===== src/rtl/fetch_stage.sv =====
// Instruction fetch + IF/ID register; interrupt injection compiled in only with `FETCH_INT_EN.
// Latency: a one-byte op reaches ID one edge after its address is issued; two-byte ops add one bubble.
// Backpressure: !(pc_write_en & if_id_en) freezes PC, state and the ID register; flush overrides.
module fetch_stage #(
    parameter logic [7:0] INT_VEC_ADDR = 8'h01,
    parameter logic [7:0] BOOT_ADDR    = 8'h00,
    parameter logic [7:0] NOP_WORD     = 8'h00
) (
    input  logic       clk,
    input  logic       rstn,
    output logic [7:0] imem_addr,
    input  logic [7:0] imem_data,
    input  logic       pc_write_en,
    input  logic       if_id_en,
    input  logic       flush,
    input  logic [7:0] redirect_pc,
    input  logic       intr,
    output logic [7:0] id_ir,
    output logic [7:0] id_imm,
    output logic [7:0] id_pc_plus1,
    output logic       id_valid,
    output logic       id_is_int,
    output logic [7:0] pc
);

    typedef enum logic [1:0] {
        S_BOOT    = 2'd0,
        S_RUN     = 2'd1,
        S_IMM     = 2'd2,
        S_INT_VEC = 2'd3
    } state_t;

    state_t     r_state;
    logic [7:0] r_pc;
    logic [7:0] r_ir_hold;
    logic [7:0] r_id_ir;
    logic [7:0] r_id_imm;
    logic [7:0] r_id_pc_plus1;
    logic       r_id_valid;
    logic       r_id_is_int;

    logic       w_advance;
    logic       w_two_byte;
    logic       w_take_int;
    logic [7:0] w_pc_inc;

    assign w_advance  = pc_write_en & if_id_en;
    assign w_two_byte = (imem_data[7:4] == 4'hC);
    assign w_pc_inc   = r_pc + 8'd1;

`ifdef FETCH_INT_EN
    logic r_intr_q;
    logic r_pending;
    logic w_intr_rise;
    logic w_flush_vec;

    assign w_intr_rise = intr & ~r_intr_q;
    assign w_flush_vec = flush & (r_state == S_INT_VEC);
    assign w_take_int  = (r_state == S_RUN) & w_advance & ~flush & r_pending;

    // A flush that lands while the vector is being read cancels it, so re-arm the request.
    always_ff @(posedge clk or negedge rstn) begin
        if (!rstn) begin
            r_intr_q  <= 1'b0;
            r_pending <= 1'b0;
        end else begin
            r_intr_q <= intr;
            if (w_intr_rise || w_flush_vec) begin
                r_pending <= 1'b1;
            end else if (w_take_int) begin
                r_pending <= 1'b0;
            end
        end
    end
`else
    logic w_unused_intr;

    assign w_unused_intr = intr;
    assign w_take_int    = 1'b0;
`endif

    always_comb begin
        imem_addr = r_pc;
        case (r_state)
            S_BOOT:    imem_addr = BOOT_ADDR;
            S_INT_VEC: imem_addr = INT_VEC_ADDR;
            default:   imem_addr = r_pc;
        endcase
    end

    always_ff @(posedge clk or negedge rstn) begin
        if (!rstn) begin
            r_state       <= S_BOOT;
            r_pc          <= 8'h00;
            r_ir_hold     <= 8'h00;
            r_id_ir       <= NOP_WORD;
            r_id_imm      <= 8'h00;
            r_id_pc_plus1 <= 8'h00;
            r_id_valid    <= 1'b0;
            r_id_is_int   <= 1'b0;
        end else if (r_state == S_BOOT) begin
            r_pc        <= imem_data;
            r_state     <= S_RUN;
            r_id_ir     <= NOP_WORD;
            r_id_imm    <= 8'h00;
            r_id_valid  <= 1'b0;
            r_id_is_int <= 1'b0;
        end else if (flush) begin
            r_pc        <= redirect_pc;
            r_state     <= S_RUN;
            r_id_ir     <= NOP_WORD;
            r_id_imm    <= 8'h00;
            r_id_valid  <= 1'b0;
            r_id_is_int <= 1'b0;
        end else if (w_advance) begin
            case (r_state)
                S_RUN: begin
                    if (w_take_int) begin
                        // Return address is the instruction that was not fetched this cycle.
                        r_id_ir       <= NOP_WORD;
                        r_id_imm      <= 8'h00;
                        r_id_pc_plus1 <= r_pc;
                        r_id_valid    <= 1'b1;
                        r_id_is_int   <= 1'b1;
                        r_state       <= S_INT_VEC;
                    end else if (w_two_byte) begin
                        r_ir_hold   <= imem_data;
                        r_pc        <= w_pc_inc;
                        r_id_ir     <= NOP_WORD;
                        r_id_imm    <= 8'h00;
                        r_id_valid  <= 1'b0;
                        r_id_is_int <= 1'b0;
                        r_state     <= S_IMM;
                    end else begin
                        r_id_ir       <= imem_data;
                        r_id_imm      <= 8'h00;
                        r_id_pc_plus1 <= w_pc_inc;
                        r_id_valid    <= 1'b1;
                        r_id_is_int   <= 1'b0;
                        r_pc          <= w_pc_inc;
                    end
                end
                S_IMM: begin
                    r_id_ir       <= r_ir_hold;
                    r_id_imm      <= imem_data;
                    r_id_pc_plus1 <= w_pc_inc;
                    r_id_valid    <= 1'b1;
                    r_id_is_int   <= 1'b0;
                    r_pc          <= w_pc_inc;
                    r_state       <= S_RUN;
                end
                S_INT_VEC: begin
                    r_pc        <= imem_data;
                    r_id_ir     <= NOP_WORD;
                    r_id_imm    <= 8'h00;
                    r_id_valid  <= 1'b0;
                    r_id_is_int <= 1'b0;
                    r_state     <= S_RUN;
                end
                default: begin
                    r_state <= S_BOOT;
                end
            endcase
        end
    end

    assign id_ir       = r_id_ir;
    assign id_imm      = r_id_imm;
    assign id_pc_plus1 = r_id_pc_plus1;
    assign id_valid    = r_id_valid;
    assign id_is_int   = r_id_is_int;
    assign pc          = r_pc;

endmodule


===== config.mk =====
export PLATFORM = sky130hd
export DESIGN_NAME = fetch_stage
export DESIGN_NICKNAME = d
export VERILOG_FILES = /design/src/rtl/fetch_stage.sv
export SDC_FILE = /design/constraint.sdc
export NUM_CORES = 1
export LEC_CHECK = 0
export BUFFER_PORTS_ARGS = -buffer_cell sky130_fd_sc_hd__buf_2
export CAP_MARGIN = 15
export CORE_UTILIZATION = 52
export DETAILED_ROUTE_END_ITERATION = 16
export HOLD_SLACK_MARGIN = 0.15
export PLACE_DENSITY_LB_ADDON = 0.1
export SLEW_MARGIN = 10
export SYNTH_ARGS = -nofsm -noshare
export SYNTH_HDL_FRONTEND = slang
export SYNTH_SLANG_ARGS = --single-unit
export TNS_END_PERCENT = 50

===== constraint.sdc =====
create_clock -name clk -period 2.1 [get_ports clk]
set_input_delay 0.42 -clock clk [delete_from_list [all_inputs] [get_ports clk]]
set_output_delay 0.42 -clock clk [all_outputs]
set_load 0.01 [all_outputs]

==> results of run 1 <==
==> cells by family after synthesis <==
family                     share of synthesized area, %
and+or+nand+nor                                   18.04
AOI/OAI and AO/OA                                 20.29
DFF                                               48.34
buffers and inverters                             3.990
muxes                                             3.429
adders and majority gates                         3.373
xor gates and xnor gates                          2.361
other                                            0.1685
==> sequential cells by signal, summed over array words and instances, names as in the netlist <==
name / count
id_imm: 8
id_valid: 1
id_ir: 8
r_ir_hold: 8
pc: 8
r_state: 2
id_pc_plus1: 8
==> per-layer routing <==
| metal | global-route usage, % | up-vias | wire, um |
|---|---|---|---|
| li1 | - | 971 | - |
| met1 | 37.54 | 934 | 2546 |
| met2 | 38.75 | 73 | 2496 |
| met3 | 4.054 | 5 | 308 |
| met4 | 9.574 | 0 | 53 |
| met5 | 0 | - | 0 |
==> where the power goes <==
| part | total, mW | switching (mW) | internal [mW] |
|---|---|---|---|
| registers | 1.35 | 0.248 | 1.10 |
| clock network | 0.657 | 0.303 | 0.354 |
| logic | 1.75 | 0.974 | 0.780 |
==> area by class of cell <==
type,instances,area (um2),area share (%)
Clock buffer,5,68.82,2.483
Inverter,6,22.52,0.8126
Clock inverter,3,43.79,1.580
Multi-Input combinational cell,170,1069,38.56
Timing Repair Buffer,77,429.2,15.49
Tap cell,50,62.56,2.257
Sequential cell,43,1076,38.83
==> path summary, 6_finish.rpt <==
path	endpoint	slack [ps]	start	depth (start not counted)
min	id_imm[1]	150	rstn	1
max in group asynchronous	pc[7]	1320	rstn	2
min reg2reg	id_ir[1]	480	id_ir[1]	2
max	imem_addr[0]	130	r_state[1]	6
max reg2reg	id_valid	200	r_state[0]	7
min in group clk	pc[6]	350	redirect_pc[6]	3
==> placed cells by master, fill, tap and decap left out, types with 5 or more instances in the layout <==
cell type | Yosys | routed
a21oi_1 | 13 | 13
a22oi_1 | 8 | 8
and2_1 | 9 | 9
buf_2 | 2 | 61
buf_4 | 2 | 15
clkbuf_8 | 0 | 5
dfrtp_1 | 43 | 43
ha_1 | 6 | 5
inv_1 | 6 | 6
mux2_2 | 5 | 5
nand2_1 | 33 | 33
nand2b_1 | 6 | 6
nand3_1 | 5 | 5
nor2_1 | 11 | 11
o21ai_0 | 25 | 25
xor2_1 | 5 | 5
==> stage by stage <==
stage	std cells	setup slack (ps)	area, um2	hold slack [ps]	total power [mW]
after floorplan	230	255.9	2226	124.4	2.415
after global placement	346	161.1	2648	451.3	3.052
after detailed placement	346	103.7	2648	462.0	3.096
after CTS	354	70.95	2760	165.4	3.748
after global routing	354	6.341	2771	194.7	4.039
final	354	128.5	2771	148.3	3.759
==> repair_timing <==
| action | 4_1_cts | 5_1_grt |
|---|---|---|
| resized for setup | 0 | 3 |
| endpoints found under the hold margin | 0 | 0 |
| setup endpoints to repair | 0 | 19 |
==> impl_metrics.tcl, run 1 <==
set metrics [dict create \
    vdd_drop_max_v 0.0007905 \
    rows 23 \
    wl_um 5404 \
    fp.dieH_um 67.43 \
    wire_per_inst_um 15.27 \
    cts_buffer_depth 2 \
    synth_most_common_cell "dfrtp_1" \
    synth-warning-count 0 \
    final_hold_viol_count 0 \
    cp-end-kind "output pin" \
    status "finished, final reports clean" \
    synth_area_per_cell_um2 9.678 \
    cts_buffers 5 \
    cap_violations 0 \
    crit_buf_inv 4 \
    overflow 0 \
    place_congestion 0.8329 \
    cp_max_fo 14 \
    ys.flop_type "dfrtp_1" \
    clk_latency_ps 300 \
    area_growth_syn_to_layout_pct 24.51 \
    p_per_area_nw_per_um2 1356 \
    synth_top_area_share_pct 48.34 \
    crit_type "flip-flop to output pin" \
    first_pass_iters 5 \
    grtUsageTotal_pct 25.87 \
    netlist_area_um2 2226 \
    grt_antenna_before_repair 0 \
    max-slew-margin-rel_pct 54.89 \
    fin_crit_sh_pct 93.88 \
    fillers 358 \
    drt_iter0_markers 145 \
    root_buffer "clkbuf_8" \
    setup_viol 0 \
    grt_pass1_wl_um 8438 \
    worst_pin_slew_ps 676.7 \
    fmax_mhz 507.2 \
    critPathTopFamily "buffers and inverters" \
    rsz0062_at_grt "no" \
    fin_tns_setup_ps 0 \
    hpwl_um 4025 \
    fin_nets 331 \
    synth.top_cells.by_count "dfrtp_1 (43), nand2_1 (33), o21ai_0 (25), a21oi_1 (13), nor2_1 (11)" \
    async_flop_share_pct 100.0 \
    arrival_ps 1550 \
    ys_seq_area_share_pct 48.34 \
    io_buffers 61 \
    die_width_um 67.43 \
    synth_area_leaders "dfrtp_1 (48%), o21ai_0 (5.6%), nand2_1 (5.6%)" \
    slowest_delay_ps 380 \
    synth-seq-cells 43 \
    cts_tree "done" \
    p_leak_nw 1.352 \
    core_area_um2 4058 \
    drt-vias-per-instance 5.602 \
    htree_levels 2 \
    period_minus_slack_ps 1972 \
    hp-class "input port to asynchronous set/reset pin" \
    cp_cell_sequence "buf_4, ha_1, buf_6, inv_1, o21ai_0, buf_2" \
    synth_nets 258 \
    cts-hold-fix-buffers 0 \
    slowest_stage "dfrtp_1" \
    fin_skew_ps 4.816 \
    via_count 1983 \
    postSynthCellCount 230 \
    drive_gt1_share_pct 31.91 \
    clk_pin_slew_ps 90 \
    clock-sinks 43 \
    dieArea_um2 4546 \
    crit_required_ps 1680 \
    maxSlewViolCount 0 \
    antenna_cells 0 \
    drc 0 \
    postCtsSetupRepairBufs 0 \
    synth_top_area_cell "dfrtp_1" \
    synth-edff-count 0 \
    grt_pass1_vias 1703 \
    start_kind "flip-flop" \
    grt_max_degree 32 \
    synth.distinct_cells 46 \
    top_level_ports 64 \
    post-route-util_pct 68.30 \
    floorplan.initialDensity_pct 54.86 \
    ant_nets 0 \
]
No activity file was read; power rests on OpenSTA's default activity.
==> run 2, diff against run 1 <==
==> constraint.sdc (replaced) <==
create_clock -name clk -period 2.21 [get_ports clk]
set_input_delay 0.442 -clock clk [delete_from_list [all_inputs] [get_ports clk]]
set_output_delay 0.442 -clock clk [all_outputs]
set_load 0.01 [all_outputs]
==> impl_metrics.tcl, run 2 (synthesis gave the netlist of run 1 again) <==
set metrics [dict create \
    cp_cell_sequence "buf_4, ha_1, buf_4, inv_1, o21ai_0, buf_2" \
    htree_levels 2 \
    final_hold_viol_count 0 \
    fin_tns_setup_ps 0 \
    max-slew-margin-rel_pct 63.83 \
    place_congestion 0.8503 \
    die_width_um 67.43 \
    worst_pin_slew_ps 542.5 \
    fin_nets 326 \
    grt_max_degree 44 \
    fmax_mhz 486.8 \
    floorplan.initialDensity_pct 54.86 \
    dieArea_um2 4546 \
    cap_violations 0 \
    postCtsSetupRepairBufs 0 \
    p_per_area_nw_per_um2 1302 \
    status "finished, final reports clean" \
    fillers 329 \
    top_level_ports 64 \
    dp_slack_ps 189.4 \
    crit_type "flip-flop to output pin" \
    root_buffer "clkbuf_8" \
    drt_iter0_markers 101 \
    vdd_drop_max_v 0.0006773 \
    arrival_ps 1610 \
    maxUsedRoutingLayer "met4" \
    cts_buffer_depth 2 \
    grt_pass1_wl_um 8424 \
    cts_buffers 5 \
    rows 23 \
    slowest_delay_ps 350 \
    crit_required_ps 1770 \
    hpwl_um 3737 \
    fp.dieH_um 67.43 \
    drc 0 \
    start_kind "flip-flop" \
    setup_viol 0 \
    cp_max_fo 14 \
    grtUsageTotal_pct 25.94 \
    cts_tree "done" \
    mostFrequentLayoutCell "buf_2" \
    drt-met1-wl_um 2550 \
    ant_nets 0 \
    final_cell_mix "buf_2 (61), dfrtp_1 (43), nand2_1 (33), o21ai_0 (25), a21oi_1 (13)" \
    rsz0062_at_grt "no" \
    wire_per_inst_um 15.36 \
    maxSlewViolCount 0 \
    wl_met3_um 310 \
    grt_pass1_vias 1669 \
    slowest_stage "dfrtp_1" \
    wl_met2_um 2433 \
    via_count 1952 \
    clock-sinks 43 \
    grt_antenna_before_repair 0 \
    core_area_um2 4058 \
    fin_crit_sh_pct 92.96 \
    period_minus_slack_ps 2054 \
    clk_latency_ps 300 \
    fin_skew_ps 5.476 \
    crit_top_cell "buf_4" \
    overflow 0 \
    cp-end-kind "output pin" \
    antenna_cells 0 \
    io_buffers 61 \
    fin_ws_ps 155.6 \
    first_pass_iters 4 \
    area_growth_syn_to_layout_pct 22.93 \
    drive_gt1_share_pct 30.43 \
    p_leak_nw 1.332 \
    hold_slack_ps 204.2 \
    hp-class "input port to asynchronous set/reset pin" \
    clk_pin_slew_ps 90 \
    drt-vias-per-instance 5.593 \
    wl_um 5361 \
]
-- run 2: final timing paths --
check	cells after the start	start	slack, ps	to
min reg2reg	1	r_ir_hold[7]	470	r_ir_hold[7]
max reg2reg	6	r_state[0]	160	id_imm[2]
max	6	r_state[1]	160	imem_addr[0]
max in group asynchronous	2	rstn	1640	r_ir_hold[7]
min	2	rstn	200	id_valid
min in group clk	3	redirect_pc[6]	380	pc[6]
-- run 2: worst max-delay path, delay by kind of cell (launching register included) --
family / cells / cell delay (ps)
buf+inv: 4 / 610
flops: 1 / 350
compound gates: 1 / 180
fa+ha+maj: 1 / 170
-- run 2: timing repair --
action / in CTS / in global routing
gates resized for setup: 0 / 1
setup endpoints to repair: 0 / 1
hold buffers: 0 / 0
-- run 2: through the flow --
stage / cell area (um2) / power, mW / util [%] / std cells
CTS: 2735 / 3.566 / 67.41 / 349
finish: 2736 / 3.563 / 67.44 / 349
global route: 2736 / 3.835 / 67.44 / 349
global placement: 2623 / 2.907 / 64.63 / 341
floorplan: 2226 / 2.295 / - / 230
detailed placement: 2623 / 2.945 / 64.63 / 341
-- run 2: area by class of cell --
class	instances	area (um2)	area share (%)
Clock buffer	5	68.82	2.515
Multi-Input combinational cell	170	1062	38.82
Tap cell	50	62.56	2.286
Inverter	6	22.52	0.8230
Timing Repair Buffer	72	400.4	14.63
Clock inverter	3	43.79	1.600
Sequential cell	43	1076	39.32
-- run 2: power by group --
part | internal (mW) | switching [mW] | total, mW
registers | 1.04 | 0.237 | 1.28
logic | 0.731 | 0.928 | 1.66
clock network | 0.337 | 0.286 | 0.623
-- run 2: per-layer routing --
layer	global-route usage [%]	vias to the layer above
li1	-	961
met1	37.99	923
met2	38.00	61
met3	5.405	7
met4	8.511	0
met5	0	-
